### config.mk
export PLATFORM = sky130hd
export DESIGN_NAME = window_slide_flat
export DESIGN_NICKNAME = d
export VERILOG_FILES = /design/src/rtl/window_slide_if.sv /design/src/rtl/window_slide.sv /design/src/flat_wrapper.sv
export SDC_FILE = /design/constraint.sdc
export NUM_CORES = 1
export LEC_CHECK = 0
export BUFFER_PORTS_ARGS = -buffer_cell sky130_fd_sc_hd__buf_2
export CAP_MARGIN = 40
export CORE_ASPECT_RATIO = 1.1
export CORE_MARGIN = 10
export CORE_UTILIZATION = 52
export DETAILED_ROUTE_END_ITERATION = 8
export PLACE_DENSITY = 0.69
export SLEW_MARGIN = 20
export SYNTH_ARGS = -nofsm -noshare
export SYNTH_HDL_FRONTEND = slang
export SYNTH_SLANG_ARGS = --single-unit
### constraint.sdc
create_clock -name clk -period 2.84 [get_ports clk]
set_input_delay 0.142 -clock clk [delete_from_list [all_inputs] [get_ports clk]]
set_output_delay 0.142 -clock clk [all_outputs]
set_load 0.05 [all_outputs]
### src/rtl/window_slide_if.sv
// Pixel-stream and window-output bundle for window_slide.
// Latency: none (wires only).
// Backpressure: the master raises slide to stall the slave. The slave then holds its state and consumes no pixel.
// Signals:
//   new_image - start strobe (master -> slave)
//   x_in      - binary pixel (master -> slave)
//   slide     - stall request (master -> slave)
//   y_out     - K*K window, where y_out[0] is the top-left pixel (slave -> master)
//   valid_ws  - one-cycle qualifier for y_out (slave -> master)
//   done      - end-of-image pulse (slave -> master)
//   busy      - image ingest in progress (slave -> master)
interface window_slide_if #(
  parameter int KERNEL_SIZE = 3
) ();
  logic new_image;
  logic x_in;
  logic slide;
  logic y_out [KERNEL_SIZE*KERNEL_SIZE-1:0];
  logic valid_ws;
  logic done;
  logic busy;

  modport master (
    output new_image, x_in, slide,
    input  y_out, valid_ws, done, busy
  );

  modport slave (
    input  new_image, x_in, slide,
    output y_out, valid_ws, done, busy
  );
endinterface

### src/rtl/window_slide.sv
// Sliding K x K window generator over a row-major binary pixel stream, with stride S.
// Latency: a window is registered on the edge that accepts its bottom-right pixel, and valid_ws is high in the following cycle.
// Backpressure: while slide=1 the block consumes no pixel and holds its state, and valid_ws and done are forced low.
// Ports:
//   clk, rst - single clock, with an asynchronous active-high reset
//   ws       - slave side of window_slide_if (pixel stream in, window/valid/done/busy out)
module window_slide #(
  parameter int IMAGE_ROW_LEN = 10,
  parameter int IMAGE_COL_LEN = 20,
  parameter int KERNEL_SIZE   = 3,
  parameter int STRIDE        = 1
) (
  input  logic clk,
  input  logic rst,
  window_slide_if.slave ws
);

  localparam int K      = KERNEL_SIZE;
  localparam int NWIN   = K * K;
  // (K-1) full rows plus K pixels: enough history to reach the top-left tap.
  localparam int LB_LEN = (K - 1) * IMAGE_COL_LEN + K;
  localparam int RW     = (IMAGE_ROW_LEN > 1) ? $clog2(IMAGE_ROW_LEN) : 1;
  localparam int CW     = (IMAGE_COL_LEN > 1) ? $clog2(IMAGE_COL_LEN) : 1;
  localparam int SW     = (STRIDE > 1) ? $clog2(STRIDE) : 1;

  localparam logic [RW-1:0] ROW_LAST = RW'(IMAGE_ROW_LEN - 1);
  localparam logic [RW-1:0] ROW_KM1  = RW'(K - 1);
  localparam logic [CW-1:0] COL_LAST = CW'(IMAGE_COL_LEN - 1);
  localparam logic [CW-1:0] COL_KM1  = CW'(K - 1);
  localparam logic [SW-1:0] S_LAST   = SW'(STRIDE - 1);

  if (K > IMAGE_ROW_LEN || K > IMAGE_COL_LEN || STRIDE < 1 || K < 1) begin : g_bad_param
    $error("window_slide: illegal parameter combination");
  end

  // The row and column counters hold the position of the next pixel to accept.
  // The phase counters hold (pos-K+1) mod S for that position, which avoids a divider.
  logic [RW-1:0]     row_q, row_d;
  logic [CW-1:0]     col_q, col_d;
  logic [SW-1:0]     rph_q, rph_d;
  logic [SW-1:0]     cph_q, cph_d;
  logic              busy_q, busy_d;
  logic              done_q, done_d;
  logic              valid_q, valid_d;
  logic [LB_LEN-1:0] lb_q, lb_d;
  logic              y_q [NWIN-1:0];
  logic              y_d [NWIN-1:0];

  logic              accept;
  logic [RW-1:0]     cur_r;
  logic [CW-1:0]     cur_c;
  logic [SW-1:0]     cur_rph;
  logic [SW-1:0]     cur_cph;
  logic              last_col;
  logic              last_pix;
  logic              win_hit;
  logic [LB_LEN-1:0] lb_shift;
  logic              win [NWIN-1:0];

  assign accept = (busy_q | ws.new_image) & ~ws.slide;

  // A start strobe overrides the running position (restart without done).
  assign cur_r   = ws.new_image ? '0 : row_q;
  assign cur_c   = ws.new_image ? '0 : col_q;
  assign cur_rph = ws.new_image ? '0 : rph_q;
  assign cur_cph = ws.new_image ? '0 : cph_q;

  assign last_col = (cur_c == COL_LAST);
  assign last_pix = last_col && (cur_r == ROW_LAST);
  assign win_hit  = (cur_r >= ROW_KM1) && (cur_c >= COL_KM1) &&
                    (cur_rph == '0) && (cur_cph == '0);

  // The window is tapped from the buffer as it will look after the shift.
  // The pixel being accepted is therefore already the bottom-right tap.
  always_comb begin
    lb_shift    = '0;
    lb_shift[0] = ws.x_in;
    for (int n = 1; n < LB_LEN; n++) begin
      lb_shift[n] = lb_q[n-1];
    end
    for (int i = 0; i < K; i++) begin
      for (int j = 0; j < K; j++) begin
        win[i*K+j] = lb_shift[(K-1-i)*IMAGE_COL_LEN + (K-1-j)];
      end
    end
  end

  always_comb begin
    row_d   = row_q;
    col_d   = col_q;
    rph_d   = rph_q;
    cph_d   = cph_q;
    busy_d  = busy_q;
    lb_d    = lb_q;
    done_d  = 1'b0;
    valid_d = 1'b0;
    for (int n = 0; n < NWIN; n++) begin
      y_d[n] = y_q[n];
    end

    if (accept) begin
      lb_d    = lb_shift;
      busy_d  = ~last_pix;
      done_d  = last_pix;
      valid_d = win_hit;
      if (win_hit) begin
        for (int n = 0; n < NWIN; n++) begin
          y_d[n] = win[n];
        end
      end

      // Column phase restarts at 0 until the next column reaches K-1.
      if (last_col || (cur_c < COL_KM1)) begin
        cph_d = '0;
      end else begin
        cph_d = (cur_cph == S_LAST) ? '0 : cur_cph + 1'b1;
      end

      if (last_col) begin
        col_d = '0;
        row_d = last_pix ? '0 : cur_r + 1'b1;
        if (cur_r < ROW_KM1) begin
          rph_d = '0;
        end else begin
          rph_d = (cur_rph == S_LAST) ? '0 : cur_rph + 1'b1;
        end
      end else begin
        col_d = cur_c + 1'b1;
        row_d = cur_r;
        rph_d = cur_rph;
      end
    end
  end

  always_ff @(posedge clk or posedge rst) begin
    if (rst) begin
      row_q   <= '0;
      col_q   <= '0;
      rph_q   <= '0;
      cph_q   <= '0;
      busy_q  <= 1'b0;
      done_q  <= 1'b0;
      valid_q <= 1'b0;
      lb_q    <= '0;
      for (int n = 0; n < NWIN; n++) begin
        y_q[n] <= 1'b0;
      end
    end else begin
      row_q   <= row_d;
      col_q   <= col_d;
      rph_q   <= rph_d;
      cph_q   <= cph_d;
      busy_q  <= busy_d;
      done_q  <= done_d;
      valid_q <= valid_d;
      lb_q    <= lb_d;
      for (int n = 0; n < NWIN; n++) begin
        y_q[n] <= y_d[n];
      end
    end
  end

  assign ws.y_out    = y_q;
  assign ws.valid_ws = valid_q;
  assign ws.done     = done_q;
  assign ws.busy     = busy_q;

endmodule

### src/flat_wrapper.sv
// flat-port wrapper written by rule: the top's interface ports become plain ports
module window_slide_flat 
#(
  parameter int IMAGE_ROW_LEN = 10,
  parameter int IMAGE_COL_LEN = 20,
  parameter int KERNEL_SIZE   = 3,
  parameter int STRIDE        = 1
)
  (clk, rst, ws_new_image, ws_x_in, ws_slide, ws_y_out, ws_valid_ws, ws_done, ws_busy);
  window_slide_if #(.KERNEL_SIZE(KERNEL_SIZE)) ws_i ();
  input  logic clk;
  input  logic rst;
  input wire logic [$bits(ws_i.new_image)-1:0] ws_new_image;
  input wire logic [$bits(ws_i.x_in)-1:0] ws_x_in;
  input wire logic [$bits(ws_i.slide)-1:0] ws_slide;
  output wire logic [$bits(ws_i.y_out)-1:0] ws_y_out;
  output wire logic [$bits(ws_i.valid_ws)-1:0] ws_valid_ws;
  output wire logic [$bits(ws_i.done)-1:0] ws_done;
  output wire logic [$bits(ws_i.busy)-1:0] ws_busy;
  assign ws_i.new_image = ws_new_image;
  assign ws_i.x_in = ws_x_in;
  assign ws_i.slide = ws_slide;
  assign ws_y_out = {>>{ws_i.y_out}};
  assign ws_valid_ws = ws_i.valid_ws;
  assign ws_done = ws_i.done;
  assign ws_busy = ws_i.busy;
  window_slide #(.IMAGE_ROW_LEN(IMAGE_ROW_LEN), .IMAGE_COL_LEN(IMAGE_COL_LEN), .KERNEL_SIZE(KERNEL_SIZE), .STRIDE(STRIDE)) u_core (.clk(clk), .rst(rst), .ws(ws_i));
endmodule
* After elaboration in Yosys (flattened, before gate mapping)
Cells that the tools add are included.
** Storage, ports and cells
- Logic and storage cells :: 53
- Bits in registers :: 65
- Output and inout port bits :: 12
- Input bits :: 5
** Operators by class
- Multiplexer cells :: 14
- Magnitude comparators :: 4
- Reductions and logical operators :: 6
- Bitwise logic cells :: 6
- Eq/ne operators :: 2
- Add/subtract/negate cells :: 4
** Operators with widths (number)
- two-way mux 4 bit :: 3
- two-way mux 5 bit :: 2
- two-way mux 1 bit :: 9
- adder 5 x 1 -> 5 bit (second input constant) :: 1
- equality test 5 bit (second input constant) :: 1
- greater-or-equal comparator 5 x 2 -> 1 bit (second input constant) :: 1
- less-than comparator 5 x 2 -> 1 bit (second input constant) :: 1
- adder 4 x 1 -> 4 bit (second input constant) :: 1
- equality test 4 bit (second input constant) :: 1
- greater-or-equal comparator 4 x 2 -> 1 bit (second input constant) :: 1
- logical AND 1 bit :: 4
- less-than comparator 4 x 2 -> 1 bit (second input constant) :: 1
- inverter 1 bit :: 4
- adder 1 bit (second input constant) :: 2
- AND reduction 2 bit :: 1
- bitwise AND 1 bit :: 1
- logical OR 1 bit :: 1
- OR 1 bit :: 1

* Longest topological paths before layout
- Depth in word-level cells :: 6
- Mapped depth :: 8
- Gate-level depth less buffers :: 6

* Worst setup path before layout
Ideal clock, no wire load.
- Kind :: in2reg
- Start :: in ws_new_image
- End :: reg u_core.y_q (netlist bit u_core.ws.y_out[0])
- Setup time :: 0.125 ns
- Cell stages on the path :: 8
- Slack :: 1.027 ns
- Data required time :: 2.715 ns
- Arrival time :: 1.688 ns
- Buffers on the path :: 3
- Cells stage by stage :: buf_2 > buf_1 > nand2b_1 > ha_1 > nor4_1 > nor4bb_1 > buf_4 > mux2_4
** On the way
- Word-level cells in the longest chain between the ends :: 6
- Elaborated cells between the ends (all ways) :: 14
- Those cells by class :: order compare (2); mux (4); bitwise (4); reduce/logical (4)
** RTL lines
- start, declared :: line flat_wrapper.sv:13 : input wire logic [$bits(ws_i.new_image)-1:0] ws_new_image;
- two-way mux 5 bit / two-way mux 4 bit (equally long branches) :: line window_slide.sv:64, window_slide.sv:63
- greater-or-equal comparator 5 x 2 -> 1 bit / greater-or-equal comparator 4 x 2 -> 1 bit (equally long branches) :: line window_slide.sv:70 : assign win_hit = (cur_r >= ROW_KM1) && (cur_c >= COL_KM1) &&
- logical AND 1 bit (2 in a row) :: line window_slide.sv:70
- logical AND 1 bit :: line window_slide.sv:71 : (cur_rph == '0) && (cur_cph == '0);
- AND reduction 2 bit (no line) (*)
- end signal, assigned by index :: line window_slide.sv:158 : y_q[n] <= y_d[n];
- end, declared :: line window_slide.sv:46 : logic y_q [NWIN-1:0];
Every way passes the cells marked *; elsewhere a longest branch is shown, timed or not.
A chain may end at the register's enable or synchronous reset.

* Final worst setup path
- Start :: reg u_core.row_q[1]
- End :: reg u_core.y_q (netlist bit u_core.ws.y_out[2])
** On the way
- Word-level cells in the longest chain between the ends :: 6
** RTL lines
- start, declared :: line window_slide.sv:38 : logic [RW-1:0] row_q, row_d;
- start signal, assigned :: line window_slide.sv:149 : row_q <= row_d;
- two-way mux 4 bit :: line window_slide.sv:63 : assign cur_r = ws.new_image ? '0 : row_q;
- greater-or-equal comparator 4 x 2 -> 1 bit :: line window_slide.sv:70
- logical AND 1 bit (2 in a row) :: line window_slide.sv:70
- logical AND 1 bit :: line window_slide.sv:71
- AND reduction 2 bit (no line)
No other way between the ends.

==> metrics <==
layout cells sized above 1 around 17%; post-CTS resize count 0; Finished Cell Area approximately 3200 sq um; # rows 27; drt wl/cell between 10 and 15 microns; Worst Skew between 0.007 and 0.008 ns; worst path required time 3.06 ns; Net Sw Power 646 uW; H-tree Lvls 3; final hold violation count 0; switching part of the total a little over a quarter; Initial DRC Count 160; power share of the combinational group 15.1%; Leak 1.71 nW; vias in the first global route between 1,500 and 2,000; via count 1,886; Die W roughly 89 microns; initial antenna violation count 0; slowest CP cell nor4_1; #FFs+latches synth 64; Worst Hold Class in2reg; GRT Residual Overflow 0; Critical Path AT 2.23 ns; crit path cell chain nor2b_1, ha_1, nor4_1, nor4bb_4, buf_6, mux2_4; Clock Sinks 64; share of the synthesized area in the top cell type roughly three fifths; total CTS buffers 9; Synth Instances approximately 280; number of synthesized flops with an enable pin 0; Crit Path Max Fanout 9; Worst R2R Setup Slack 0.82 ns; number of I/O pins 17; Longest Clk Path Bufs 2; relative slew slack approximately 64%; Initial Utilization roughly 54%; Antenna Cells 0; Mapped Area roughly 2700 sq um; Setup CP Type reg2reg; main combinational cell family by area after synthesis simple AND/OR/NAND/NOR gates; Clk Latency, worst-skew pair between 0.3 and 0.4 ns; unrepaired setup endpoints after global routing no; TNS Setup 0 ns; Async SR Flop Fraction 100%; DR vias/cell ~5.2; Hold Startpoint ws_x_in; power density over the cells between 700 and 800 nW/um^2; Synth area leader dfrtp_1; status finished clean; r2r startpoint u_core.row_q[1]; sequential share of power 45.9%; Total Power ~2.4 mW; Startpoint Class flip-flop; Die Y slightly below 100 microns; largest net degree at the start of global routing 44; top post-synthesis cells by area dfrtp_1 59%, nand2_1 18%, mux2_4 4.9%; Most used DFF post-synth dfrtp_1; Synth top cells by count 133 x nand2_1, 64 x dfrtp_1, 10 x buf_2, 9 x mux2_4, 7 x inv_1; Distinct cells, synth 40; GRT Overall Usage around an eighth; die area about 8600 sq um; DRC viols 0; CTS tree done; Slew @ Worst Pin 0.532 ns; adder-cell share of the synthesized area between 1.5 and 2%; synthesized area per cell 9.81 sq um; max-cap viol count 0; CP Launch Point u_core.row_q[1]; Worst setup EP type flip-flop; Root Buffer clkbuf_8; Syn. warnings 0; period utilization around 70%; DPL Wire Length between 3000 and 4000 microns; NumNets Final 306; Largest stage delay, worst path 0.46 ns; placed cell areas just under 3000 sq um; core area a little over 5000 sq um; clock network fraction of design power about two fifths; first-pass GRT wire length about 8500 microns; Mapped Nets ~290; worst hold slack roughly 0.032 ns; antenna-violating nets left 0; most frequent cell after synthesis nand2_1; Hold-fix buffers, CTS 1; sequential area share after synthesis around 59%; Non-Filler Instances 360; Inst Count DP around 340; Int Pwr ~1.8 mW; I/O Buffers 16; Peak VDD IR between 0.0003 and 0.0004 V; Setup Buffers After CTS 0; max-slew violations 0; Finish-stage setup viols 0; DR pass1 iterations 4; mux contribution to synthesized area roughly 5.7%; xor/xnor share of the synthesized area 0%; Area Growth Syn to Fin 15.9%; Compound-Gate Fraction of Synth Area 5.12%; final WL 4860 microns; simple-gate share of the synthesized area 25.3%; Final Critical Period just over 2 ns; clock-pin slew on the worst setup and hold paths around 0.070 ns; Fmax achieved 496 MHz; Final GP Congestion 0.748
cells in the final DEF, fill, tap and decap left out, types with 3 or more instances in the layout:
cell type and instances:
nand2_1 133, dfrtp_1 64, buf_2 16, clkbuf_8 10, mux2_4 9, inv_1 6
nor2b_1 5, ha_1 4, nand2b_1 3, nor4_1 3, bufinv_16 3
cell type report:
class                      count  area [sq um]
fill                         396          1890
inverter                       7          26.3
tap                           58          72.6
multi-input combinational    193          1060
timing repair buffer          22           164
sequential                    64          1600
clock buffer                  11           141
clock inverter                 5           104
per-layer routing:
metal	vias up	wire length (microns)	part of all wire, %	global-route usage [%]
li1	937	-	-	-
met4	0	54	1.1	5.57
met3	4	218	4.5	5.24
met2	26	2180	45	17.2
met5	-	0	0	0
met1	919	2410	50	17.6
stage by stage:
stage               setup WS [ns]  util (%)
floorplan                    1.03         -
global placement            0.722      56.8
detailed placement          0.630      57.4
CTS                         0.584      62.4
global route                0.735      62.6
finish                      0.823      62.6
registers in the layout, summed over array words and instances (netlist names):
| name | flops |
|---|---|
| u_core.col_q | 5 |
| u_core.row_q | 4 |
| u_core.ws.valid_ws | 1 |
| u_core.lb_q | 42 |
| u_core.ws.done | 1 |
| u_core.ws.y_out | 9 |
| u_core.rph_q | 1 |
| u_core.ws.busy | 1 |
final timing paths:
kind | end | cells after the start
worst max-delay path | u_core.ws.y_out[2] | 6
worst min-delay path | u_core.lb_q[0] | 3
worst max register to register | u_core.ws.y_out[2] | 6
worst min register to register | u_core.lb_q[38] | 2
max in group asynchronous | u_core.lb_q[30] | 4
min in group asynchronous | u_core.lb_q[18] | 3
power groups by stage:
stage	clock network, mW	logic [mW]	registers, mW
final	0.943	0.365	1.11
after global routing	1.01	0.400	1.13
after CTS	0.968	0.370	1.11
after detailed placement	0	0.368	1.12
after global placement	0	0.355	1.12
after floorplan	0	0.204	1.19
logic make-up (layout without fill, tap and decap cells):
logic type / Yosys count / after routing
and+or+nand+nor: 160 / 160
adders and majority gates: 4 / 4
buffers and inverters: 22 / 45
DFF: 64 / 64
muxes: 11 / 11
AOI/OAI and AO/OA: 18 / 18
worst max-delay path: cells and delay by family, from the launching register on:
| family | cells | cell delay [ns] |
|---|---|---|
| flops | 1 | 0.42 |
| simple gates | 3 | 0.78 |
| mux | 1 | 0.30 |
| fa+ha+maj | 1 | 0.22 |
| buf+inv | 1 | 0.19 |
Power figures use the tool's default switching activity.
